$ cat config.mk
export PLATFORM = sky130hd
export DESIGN_NAME = johnson_counter
export DESIGN_NICKNAME = d
export VERILOG_FILES = /design/src/rtl/johnson_counter.sv
export SDC_FILE = /design/constraint.sdc
export NUM_CORES = 1
export LEC_CHECK = 0
export CAP_MARGIN = 20
export CELL_PAD_IN_SITES_DETAIL_PLACEMENT = 1
export CELL_PAD_IN_SITES_GLOBAL_PLACEMENT = 1
export CORE_UTILIZATION = 43
export DETAILED_ROUTE_END_ITERATION = 8
export PLACE_DENSITY = 0.93
export SYNTH_ARGS = -nofsm -noshare
export SYNTH_HDL_FRONTEND = slang
export SYNTH_SLANG_ARGS = --single-unit
$ cat constraint.sdc
create_clock -name clk -period 13.95 [get_ports clk]
set_clock_uncertainty 0.2 [all_clocks]
set_input_delay 4.185 -clock clk [delete_from_list [all_inputs] [get_ports clk]]
set_output_delay 4.185 -clock clk [all_outputs]
set_load 0.1 [all_outputs]
$ cat src/rtl/johnson_counter.sv
// Twisted-ring counter, 2*WIDTH states, with direction,
// illegal-state recovery, binary index and wrap pulse.
module johnson_counter #(
  parameter int WIDTH = 8,
  parameter int IDX_W = $clog2(2*WIDTH)
) (
  input  logic             clk,
  input  logic             rstn,
  output logic [WIDTH-1:0] out,
  input  logic             en,
  input  logic             dir,
  output logic [IDX_W-1:0] idx,
  output logic             wrap
);

  logic             step;
  logic             legal;
  logic [WIDTH-1:0] run;
  logic [WIDTH-1:0] fwd;
  logic [WIDTH-1:0] rev;
  logic [WIDTH-1:0] nxt;

  // A floating enable counts; only a clean 0 holds.
  assign step = (en !== 1'b0);

  function automatic logic [IDX_W-1:0] idx_of(
    input logic [WIDTH-1:0] v
  );
    int n;
    n = 0;
    for (int i = 0; i < WIDTH; i++)
      n += int'(v[i]);
    if (v[WIDTH-1])
      n = 2*WIDTH - n;
    return IDX_W'(n);
  endfunction

  // Legal states fold onto a low-anchored run of ones.
  always_comb begin
    run   = out[WIDTH-1] ? ~out : out;
    legal = ((run & (run + WIDTH'(1))) == '0);
    fwd   = {out[WIDTH-2:0], ~out[WIDTH-1]};
    rev   = {~out[0], out[WIDTH-1:1]};
    nxt   = dir ? rev : fwd;
  end

  always_ff @(posedge clk) begin
    if (rstn) begin
      out  <= '0;
      idx  <= '0;
      wrap <= 1'b0;
    end else if (!step) begin
      wrap <= 1'b0;
    end else if (legal) begin
      out  <= nxt;
      idx  <= idx_of(nxt);
      wrap <= (nxt == '0);
    end else begin
      out  <= '0;
      idx  <= '0;
      wrap <= 1'b0;
    end
  end

endmodule

==> results of run 1 <==
## metrics by stage
step	cells	worst slack, ns
2_1_floorplan	105	5.83
3_3_place_gp	144	5.07
3_5_place_dp	144	4.87
4_1_cts	148	5.12
5_1_grt	148	4.88
6_report	148	5.10
## cell type report
cell class              instances  area share (%)
clock buffers                   4            2.22
flip-flops and latches         13            21.9
multi-input cells              72            54.6
repair buffers                 16            13.5
well taps                      28            2.95
inverters                      15            4.75
## worst max-delay path, stage by stage
cell and delay, ns:
sky130_fd_sc_hd__clkdlybuf4s50_1 0.76, sky130_fd_sc_hd__mux2i_1 0.45, sky130_fd_sc_hd__inv_1 0.12, sky130_fd_sc_hd__fa_1 0.55, sky130_fd_sc_hd__inv_1 0.06, sky130_fd_sc_hd__fa_1 0.49, sky130_fd_sc_hd__fa_1 0.52, sky130_fd_sc_hd__inv_1 0.05
sky130_fd_sc_hd__ha_1 0.20, sky130_fd_sc_hd__fa_1 0.57, sky130_fd_sc_hd__inv_1 0.08, sky130_fd_sc_hd__ha_1 0.21, sky130_fd_sc_hd__nand3b_1 0.18, sky130_fd_sc_hd__xnor2_1 0.29, sky130_fd_sc_hd__o31ai_4 0.07
## placed cells by master (no fill, tap or decap), types with 2 or more instances in the layout
| cell | count |
|---|---|
| sky130_fd_sc_hd__o31ai_4 | 2 |
| sky130_fd_sc_hd__dfxtp_1 | 13 |
| sky130_fd_sc_hd__a31oi_1 | 2 |
| sky130_fd_sc_hd__o31ai_2 | 8 |
| sky130_fd_sc_hd__nand2_1 | 13 |
| sky130_fd_sc_hd__inv_1 | 14 |
| sky130_fd_sc_hd__ha_1 | 5 |
| sky130_fd_sc_hd__a211o_1 | 2 |
| sky130_fd_sc_hd__xnor2_1 | 2 |
| sky130_fd_sc_hd__mux2i_1 | 7 |
| sky130_fd_sc_hd__o31ai_1 | 2 |
| sky130_fd_sc_hd__nor2_1 | 3 |
| sky130_fd_sc_hd__fa_1 | 4 |
| sky130_fd_sc_hd__clkdlybuf4s50_1 | 16 |
| sky130_fd_sc_hd__a21oi_1 | 3 |
| sky130_fd_sc_hd__clkbuf_4 | 3 |
## report_power, final
part / switching, W / internal (W) / total (W)
Sequential: 0.00000192 / 0.0000389 / 0.0000409
Combinational: 0.0000289 / 0.0000133 / 0.0000422
Clock: 0.0000128 / 0.0000111 / 0.0000239
## layer usage
layer	wire length (um)	GRT usage (%)
met1	1110	29.3
met2	1220	37.1
met3	45	2.42
met4	49	8.33
met5	0	0
## path summary, 6_finish.rpt
kind                  to  slack (ns)  cells after the start  startpoint
setup / recovery  idx[2]        5.10                     15         dir
hold / removal    idx[1]        0.26                      2      idx[1]
setup reg to reg  idx[2]        9.41                     15      out[7]
hold reg to reg   idx[1]        0.26                      2      idx[1]
## flip-flops by register name, summed over array words and instances, names as in the netlist
name,cells
out,8
idx,4
wrap,1
## kinds of logic (layout without fill, tap and decap cells)
family / Yosys count / count (layout) / share of synthesized area, %
muxes: 8 / 8 / 8.43
AOI/OAI and AO/OA: 26 / 26 / 26.5
DFF: 13 / 13 / 25.8
xor gates and xnor gates: 2 / 2 / 1.74
buffers and inverters: 20 / 35 / 10.0
adders and majority gates: 9 / 9 / 14.1
and+or+nand+nor: 27 / 27 / 13.4
==> flow_summary.ini, run 1 <==
[floorplanning]
fp.coreArea_um2 = 2210
die_footprint_um2 = 2550
floorplan.rows = 17
starting_density_of_the_core_pct = 45.6
floorplan.die.height_um = 50.5
floorplan.die.width_um = 50.5
ioPinCount = 17

[clock_tree]
cts.sink_count = 13
ctsRootBufferMaster = sky130_fd_sc_hd__clkbuf_4
cts.reportedPaths.clkPinSlew_ns = 0.07
holdBufCountCts = 0
tritoncts = yes
ctsHtreeMaxLevel = 1
cts.path.max_buffers = 2
count_of_cells_resized_by_post_cts_repair = 0
worstSkewPairLatency_ns = 0.28
post-cts-setup-buffers = 0
cts_buffers = 3

[power_and_ir_drop]
power_density_nw_per_um2 = 90.2
ir_worst_vdd_mv = 0.0560
leakagePower_nw = 0.515
power_w = 0.000107

[critical_path]
crit_path_start_kind = input port
crit_fanout = 10
worst_path_arrival_time_ns = 8.78
worstPathRequired_ns = 13.88
criticalPathCategory = in -> reg
critPathCaptureType = flip-flop

[final_layout]
fraction_of_final_layout_cells_sized_beyond_drive_strength_1_pct = 14.2
n_antenna_cell = 0
layout.cell_area.non_filler_um2 = 1190
seqCellArea_um2 = 260
final_core_utilization_pct = 53.6
final_nets = 134
n_fill_cell = 250
multi_input_area_um2 = 648
area_growth_syn_to_layout_pct = 17.5

[synthesis]
synth_fp_nets = 118
synth.cells.most_frequent = 14 x sky130_fd_sc_hd__inv_1, 13 x sky130_fd_sc_hd__dfxtp_1, 13 x sky130_fd_sc_hd__nand2_1
postSynth.asyncResetShare_pct = 0
synth.yosys.warnings = 0
synth_top_cell_area_share_pct = 25.8
post_synth_edffs = 0
postSynth.topFlopCell = sky130_fd_sc_hd__dfxtp_1
yosys_top_cell_by_area = sky130_fd_sc_hd__dfxtp_1
post_synth.cell_area_avg_um2 = 9.62
total_standard_cell_area_after_synthesis_um2 = 1010
synth_most_common_cell = sky130_fd_sc_hd__inv_1
synth.area.top_cells = sky130_fd_sc_hd__dfxtp_1 26%, sky130_fd_sc_hd__o31ai_2 9.9%, sky130_fd_sc_hd__fa_1 7.9%
ys_seq_area_share_pct = 25.8
synth_cells = 105
synth_cell_types = 37
synth.ff_latch_count = 13

[outcome]
outcome = finished, final reports clean

[timing]
period_share_pct = 63.4
finalHoldViolCount = 0
setup-tns-final_ns = 0
rsz0062_at_grt = no
fin_crit_ns = 8.85
relSlewSlack_pct = 34.4
fin_worst_hold_slack_ns = 0.264
timing.fmax_ghz = 0.113
final_max_slew_viol_count = 0
max_slew.worst_pin.slew_ns = 0.981
report.final.setup_viol = 0

[placed_design]
placed_cell_area_um2 = 1160
placement.io_buffers = 16
gp_congestion = 0.752
place_hpwl_mm = 1.89

[global_route]
number_of_antenna_violations_at_the_first_check_in_global_routing = 0
gr_overflow_total = 0
grt_pass1_wl_mm = 4.29
first_global_vias = 884
grt_max_degree = 14
global_route.usage.total_pct = 22.2

[detailed_routing]
number_of_vias_after_detailed_routing = 845
drc = 0
routed_wire_length_per_instance_um = 16.4
firstDrtPassIters = 3
postRouteAntennaNets = 0
drt-vias-per-instance = 5.71
drt_iter0_drc = 6
post_route_wl_mm = 2.42

[min_path]
hold_class = reg -> reg

[job]
max-cap-violations = 0
Note: power is estimated with default switching activity, not from simulation.
==> inputs of run 2 (changes only) <==
--- a/config.mk
+++ b/config.mk
@@ -8,9 +8,9 @@
 export CAP_MARGIN = 20
 export CELL_PAD_IN_SITES_DETAIL_PLACEMENT = 1
 export CELL_PAD_IN_SITES_GLOBAL_PLACEMENT = 1
-export CORE_UTILIZATION = 43
+export CORE_UTILIZATION = 36
 export DETAILED_ROUTE_END_ITERATION = 8
-export PLACE_DENSITY = 0.93
+export PLACE_DENSITY = 0.84
 export SYNTH_ARGS = -nofsm -noshare
 export SYNTH_HDL_FRONTEND = slang
 export SYNTH_SLANG_ARGS = --single-unit
==> constraint.sdc (replaced) <==
create_clock -name clk -period 7.23 [get_ports clk]
set_clock_uncertainty 0.2 [all_clocks]
set_input_delay 2.169 -clock clk [delete_from_list [all_inputs] [get_ports clk]]
set_output_delay 2.169 -clock clk [all_outputs]
set_load 0.1 [all_outputs]
==> flow_summary.ini, run 2 (synthesis results as in run 1) <==
[clock_tree]
ctsRootBufferMaster = sky130_fd_sc_hd__clkbuf_4
cts.path.max_buffers = 2
cts_buffers = 3
cts.reportedPaths.clkPinSlew_ns = 0.07
post-cts-setup-buffers = 0
tritoncts = yes
ctsHtreeMaxLevel = 1
cts.sink_count = 13
worstSkewPairLatency_ns = 0.28
count_of_cells_resized_by_post_cts_repair = 0
holdBufCountCts = 0

[global_route]
number_of_antenna_violations_at_the_first_check_in_global_routing = 0
grt_pass1_wl_mm = 4.00
global_route.usage.total_pct = 19.7
first_global_vias = 859
gr_overflow_total = 0
grt_max_degree = 14

[power_and_ir_drop]
ir_worst_vdd_mv = 0.0884
power_w = 0.000204
power_density_nw_per_um2 = 169
leakagePower_nw = 0.524

[timing]
rsz0062_at_grt = no
setup-tns-final_ns = 0
period_share_pct = 90.8
fin_crit_ns = 6.57
final_max_slew_viol_count = 0
max_slew.worst_pin.slew_ns = 0.982
report.final.setup_viol = 0
finalHoldViolCount = 0
timing.fmax_ghz = 0.152
relSlewSlack_pct = 34.3

[detailed_routing]
post_route_wl_mm = 2.39
postRouteAntennaNets = 0
drt-vias-per-instance = 5.55
firstDrtPassIters = 4
routed_wire_length_per_instance_um = 15.7
drc = 0
number_of_vias_after_detailed_routing = 844
drt_iter0_drc = 3

[final_layout]
seqCellArea_um2 = 260
area_growth_syn_to_layout_pct = 19.2
fraction_of_final_layout_cells_sized_beyond_drive_strength_1_pct = 15.6
n_antenna_cell = 0
mostFrequentLayoutCell = sky130_fd_sc_hd__clkdlybuf4s50_1
mostFrequentLayoutCells = 16 x sky130_fd_sc_hd__clkdlybuf4s50_1, 14 x sky130_fd_sc_hd__inv_1, 13 x sky130_fd_sc_hd__nand2_1, 13 x sky130_fd_sc_hd__dfxtp_1, 8 x sky130_fd_sc_hd__o31ai_2
final_nets = 136
biggestRegsByFlops = out x8, idx x4, wrap x1
multi_input_area_um2 = 648
largest_register_ff_count = 8
regMostFlops = out
n_fill_cell = 319
final_cell_count_no_fill = 152

[floorplanning]
ioPinCount = 17
floorplan.die.height_um = 55.0
floorplan.die.width_um = 55.0
floorplan.rows = 18
die_footprint_um2 = 3020
fp.coreArea_um2 = 2570
starting_density_of_the_core_pct = 39.3

[critical_path]
critical-path-max-stage-delay_ns = 0.55
crit_fanout = 8
worstPathRequired_ns = 7.17
criticalPathCategory = in -> reg
worst_path_arrival_time_ns = 6.51
crit_path_start_kind = input port
critPathSlowestCell = sky130_fd_sc_hd__clkdlybuf4s50_1
critPathCaptureType = flip-flop
cp_cell_sequence = clkdlybuf4s50_1, buf_4, nor2_1, a21oi_1, inv_1, fa_1, inv_1, fa_1, fa_1, inv_1, ha_1, fa_1, inv_1, ha_1, nand3b_1, xnor2_1, o31ai_4

[placed_design]
placement.io_buffers = 16
place_hpwl_mm = 1.84
gp_congestion = 0.780
place.detailed.instances = 148

[outcome]
outcome = finished, final reports clean

[min_path]
hold_class = reg -> reg

[job]
max-cap-violations = 0
==> run 2: worst paths after layout <==
path / start / end / slack, ns / cells past startpoint
setup reg to reg: out[7] / idx[2] / 2.73 / 15
hold reg to reg: idx[3] / idx[3] / 0.26 / 2
setup / recovery: dir / idx[2] / 0.66 / 17
hold / removal: idx[3] / idx[3] / 0.26 / 2
==> run 2: final cells by class <==
| type | instances | share of cell area, % |
|---|---|---|
| inverter | 15 | 4.68 |
| tap | 30 | 3.12 |
| timing repair buffer | 18 | 14.6 |
| multi-input combinational | 72 | 53.8 |
| sequential | 13 | 21.6 |
| clock buffer | 4 | 2.18 |
==> run 2: metal layers <==
layer  wire length, um  GRT usage (%)  share of wire [%]  vias up
li1                  -              -                  -      401
met1              1070           23.2                 45      415
met2              1190           33.5                 50       22
met3                56           1.64                2.3        6
met4                74           14.2                3.1        0
met5                 0              0                  0        -
==> run 2: power breakdown <==
part	switching (W)	total [W]	leakage [nW]	internal, W
logic	0.0000536	0.0000791	0.403	0.0000254
clock network	0.0000245	0.0000459	0.0150	0.0000215
registers	0.00000384	0.0000790	0.106	0.0000751
==> run 2: through the flow <==
| stage | util [%] | setup slack (ns) | hold slack (ns) | instance area, um^2 |
|---|---|---|---|---|
| global route | 46.9 | 0.497 | 0.278 | 1200 |
| CTS | 46.9 | 0.682 | 0.262 | 1200 |
| detailed placement | 45.9 | 0.387 | 0.244 | 1180 |
| finish | 46.9 | 0.664 | 0.258 | 1200 |
| floorplan | - | 1.12 | 0.685 | 1010 |
| global placement | 45.9 | 0.540 | 0.241 | 1180 |
==> run 2: critical path: cells and delay by family <==
family,cells,cell delay (ns)
compound gates,2,0.35
xor+xnor,1,0.26
fa+ha+maj,6,2.46
buf+inv,6,1.03
simple gates,2,0.22
==> variant 1, RTL diff (flow settings as in run 2) <==
`WIDTH`: 8 -> 16.
--- a/src/rtl/johnson_counter.sv
+++ b/src/rtl/johnson_counter.sv
@@ -3,3 +3,3 @@
 module johnson_counter #(
-  parameter int WIDTH = 8,
+  parameter int WIDTH = 16,
   parameter int IDX_W = $clog2(2*WIDTH)
Ports: changed (resized idx and out); port bits go from 17 to 26. No check against the original RTL was run, so the function may have changed too.
==> variant 1 against run 2 <==
Routed wire length up 120%; synthesized area up 93%; sequential power up 73%; largest cell class unchanged; clock power rose to 2.6 times the old value; power up 100%; worst setup slack worse by 0.29 ns; utilization down 1.8 points; global-route usage up 0.14 points; sequential cell count up 9; first-iteration DRC count rose to 16 times the old value; largest power group unchanged; design area up 94%.
==> variant 1: results (changes against run 2) <==
top flop regs out: 16 flops, idx: 5 flops, wrap: 1 flops; Pleak 0.960 nW (+83%); clk_lat worst skew about 0.27 ns; layout cells sized above 1 15.9% (+0.30 points); total track usage 19.9% (+0.14 points); list of most frequent post-synthesis cells nand2_1, dfxtp_1, inv_1, o21ai_2, mux2i_1; ranking of synthesized cells by area dfxtp_1, fa_1, o21ai_2; NumNets Final 274 (+100%); Worst Reg-to-Reg Cells 17 (+2); Post-DP Area 2260 um2 (+92%); Arrival @ worst endpoint 6.81 ns (+0.30 ns); Worst Hold Launch idx[4]; antenna violations before repair 0 (unchanged); post-synthesis xor/xnor area fraction 2.24% (+0.51 points); sequential area share after synthesis 22.6% (-3.2 points); slowest CP cell fa_1; pre-CTS setup slack 0.164 ns (-0.223 ns); first-pass GRT wire length 8450 um (+110%); RR Endpoint idx[4]; final WL 5160 um (+120%); hpwl dp 3830 um (+110%); largest net degree at the start of global routing 26 (+12); Reg2Reg Launch Point out[15]; r2r setup slk 1.98 ns (-0.75 ns); synth unique cells 48 (+30%); WHS Endpoint idx[4]; Seq power 137 uW (+73%); maximum vdd drop 99.8 uV (+13%); area share of fa/ha/maj cells after synthesis 14.7% (+0.62 points); CORE AREA 5170 um2 (+100%); via count of the first global-routing pass 1741 (+100%); switching part of the total 39.1% (-1.0 points); DR iter-0 viols 48 (+45); compound-gate portion of the synthesized area 22.6% (-4.0 points); routability cong. 0.806 (+3.3%); status finished, final reports clean; critical path fanouts, max 18 (+10); post-synthesis mux area share 8.21% (-0.22 points); net switching power 163 uW (+99%); synthesized area per cell 8.45 um2 (-12%); Non-Filler Instances 322 (+110%); clock network fraction of total power 28.2% (+5.7 points); hold slack 0.262 ns (+0.00431 ns); relative slew slack 34.5% (+0.15 points); Root Buffer clkbuf_8
[variant 1: changes by cell type in the layout (fill, tap and decap cells not counted), sizes merged, moves of 9 or more]
cell / delta
o21ai: +28
dfxtp: +9
clkdlybuf4s50: +9
mux2i: +9
o31ai: -11
nand2: +23
[variant 1: worst max path at each step]
stage,slack (ns),endpoint
finish,0.37,idx[4]
global route,0.18,idx[2]
CTS,0.35,idx[2]
detailed placement,0.16,idx[4]
global placement,0.26,idx[4]
floorplan,0.67,idx[3]
[variant 1: area by class of cell]
class                           count  area (um2)
Inverter                           21        78.8
Tap cell                           70        87.6
Clock inverter                      1        30.0
Clock buffer                        3        41.3
Fill cell                         615        2840
Timing Repair Buffer               35         338
Multi-Input combinational cell    170        1320
Sequential cell                    22         440
[variant 1: routing by layer]
metal	share of wire (%)	wire length (um)	track usage [%]
met5	0	0	0
met4	1.4	73	6.38
met3	1.2	63	1.98
met2	52	2700	35.9
met1	45	2310	24.9
==> variant 2, RTL diff (settings of run 2) <==
Without the edit above. Register the output `out` once more, without a reset; this adds one clock of latency there. The other outputs are not delayed to match.
--- a/src/rtl/johnson_counter.sv
+++ b/src/rtl/johnson_counter.sv
@@ -14,2 +14,4 @@
 );
+
+  logic [WIDTH-1:0] out_s0;
 
@@ -39,6 +41,6 @@
   always_comb begin
-    run   = out[WIDTH-1] ? ~out : out;
+    run   = out_s0[WIDTH-1] ? ~out_s0 : out_s0;
     legal = ((run & (run + WIDTH'(1))) == '0);
-    fwd   = {out[WIDTH-2:0], ~out[WIDTH-1]};
-    rev   = {~out[0], out[WIDTH-1:1]};
+    fwd   = {out_s0[WIDTH-2:0], ~out_s0[WIDTH-1]};
+    rev   = {~out_s0[0], out_s0[WIDTH-1:1]};
     nxt   = dir ? rev : fwd;
@@ -48,3 +50,3 @@
     if (rstn) begin
-      out  <= '0;
+      out_s0 <= '0;
       idx  <= '0;
@@ -54,3 +56,3 @@
     end else if (legal) begin
-      out  <= nxt;
+      out_s0 <= nxt;
       idx  <= idx_of(nxt);
@@ -58,3 +60,3 @@
     end else begin
-      out  <= '0;
+      out_s0 <= '0;
       idx  <= '0;
@@ -64,2 +66,6 @@
 
+  always_ff @(posedge clk) begin
+    out <= out_s0;
+  end
+
 endmodule
Formal check against the unedited RTL: not equivalent (a bounded check fails within 4 cycles, from zero or initial values and one cycle with rstn high).
==> variant 2 against run 2 <==
Power increased by 26%; via count shrank 0.83%; cell count up 2.6%; design area rose by 3.1%; routed wire length decreased by 3.4%; utilization is 1.5 points lower; combinational power fell by 6.3%; synthesized area is 2.1% higher; non-clock buffer count decreased by 1; sequential cell count grew 8; count of clock-buffer cells in the layout stayed put; die area rose by 2.0%; worst setup slack improved by 0.39 ns; maximum frequency is 6.3% higher; critical endpoint is now idx[1]; largest power group is now sequential cells; highest routed layer unchanged.
==> variant 2: results (changes against run 2) <==
status finished, final reports clean; sequential area share after synthesis 40.8% (+15 points); met1 usage 20.2% (-3.0 points); final WL 2310 um (-3.4%); syn nets 120 (+1.7%); CTS clk-pin slew, worst paths 0.12 ns (+0.05 ns); Arrival @ worst endpoint 6.17 ns (-0.34 ns); first-pass GRT wire length 4090 um (+2.4%); minimum clock period 6.18 ns (-0.388 ns); met3 Track Usage GR 3.51% (+1.9 points); clk_lat worst skew 0.31 ns (+0.03 ns); Routed met3 length 32 um (-43%); ranking of synthesized cells by area dfxtp_1, fa_1, mux2i_1; routability cong. 0.763 (-2.2%); list of most frequent post-synthesis cells dfxtp_1, inv_1, nand2_1, o21ai_1, mux2i_1; pre-CTS setup slack 0.719 ns (+0.332 ns); Worst Hold Launch out_s0[2]; largest net degree at the start of global routing 13 (-1); synth unique cells 32 (-14%); relative slew slack 33.7% (-0.59 points); Pleak 0.530 nW (+1.1%); Reg2Reg Launch Point out_s0[1]; net switching power 93.3 uW (+14%); wire length on met2 1150 um (-2.8%); Worst Reg-to-Reg Cells 14 (-1); top flop regs out: 8 flops, out_s0: 8 flops, idx: 4 flops; hpwl dp 1820 um (-0.85%); vias per cell 5.37 (-3.4%); layout cells sized above 1 8.80% (-6.8 points); critical path fanouts, max 3 (-5); slowest CP cell fa_1; r2r setup slk 2.92 ns (+0.19 ns); RR Endpoint idx[1]; total track usage 17.5% (-2.3 points); metal1 wirelength 1070 um (-0.65%); via count of the first global-routing pass 891 (+3.7%); maximum vdd drop 133 uV (+51%)
==> variant 2: changes by cell type after synthesis, sizes merged, moves of 2 or more <==
cell,before,now
a31oi,2,0
nor3,0,3
a21oi,4,2
o31ai,12,0
dfxtp,13,21
o2bb2ai,0,2
o21ai,0,13
buf,4,2
o32ai,0,2
==> variant 2: power by group through the flow <==
stage / clock network [mW] / registers (mW) / logic (mW)
floorplan: 0 / 0.155 / 0.0291
global placement: 0 / 0.127 / 0.0723
detailed placement: 0 / 0.127 / 0.0742
CTS: 0.0594 / 0.124 / 0.0747
global route: 0.0656 / 0.125 / 0.0795
finish: 0.0591 / 0.124 / 0.0741
==> variant 2: metrics by stage <==
step / total power, mW / instances / area, um2 / util (%)
after floorplan: 0.184 / 107 / 1030 / -
after global placement: 0.199 / 152 / 1210 / 44.4
after detailed placement: 0.201 / 152 / 1210 / 44.4
after CTS: 0.259 / 156 / 1240 / 45.4
after global routing: 0.270 / 156 / 1240 / 45.4
final: 0.258 / 156 / 1240 / 45.4
==> variant 2: how the worst min path moves through the flow <==
stage,end,slack (ns),cells after the start
after floorplan,out[4],0.17,0
after global placement,out[4],0.20,0
after detailed placement,out[2],0.21,0
after CTS,out[2],0.23,0
after global routing,out[2],0.24,0
final,out[2],0.23,0
==> variant 2: cell families (layout without fill, tap and decap cells) <==
logic type	after synthesis	in the layout	share of synthesized area, %
AOI/OAI and AO/OA	25	25	16.4
xor gates and xnor gates	2	2	1.70
adders and majority gates	9	9	13.8
buffers and inverters	17	35	7.28
DFF	21	21	40.8
muxes	8	8	7.89
and+or+nand+nor	25	25	12.1
==> variant 2: area by class of cell <==
class	count	area, um2
clock buffers	4	26.3
fillers	325	1490
inverters	14	52.6
multi-input cells	69	536
flip-flops and latches	21	420
well taps	31	38.8
repair buffers	17	168
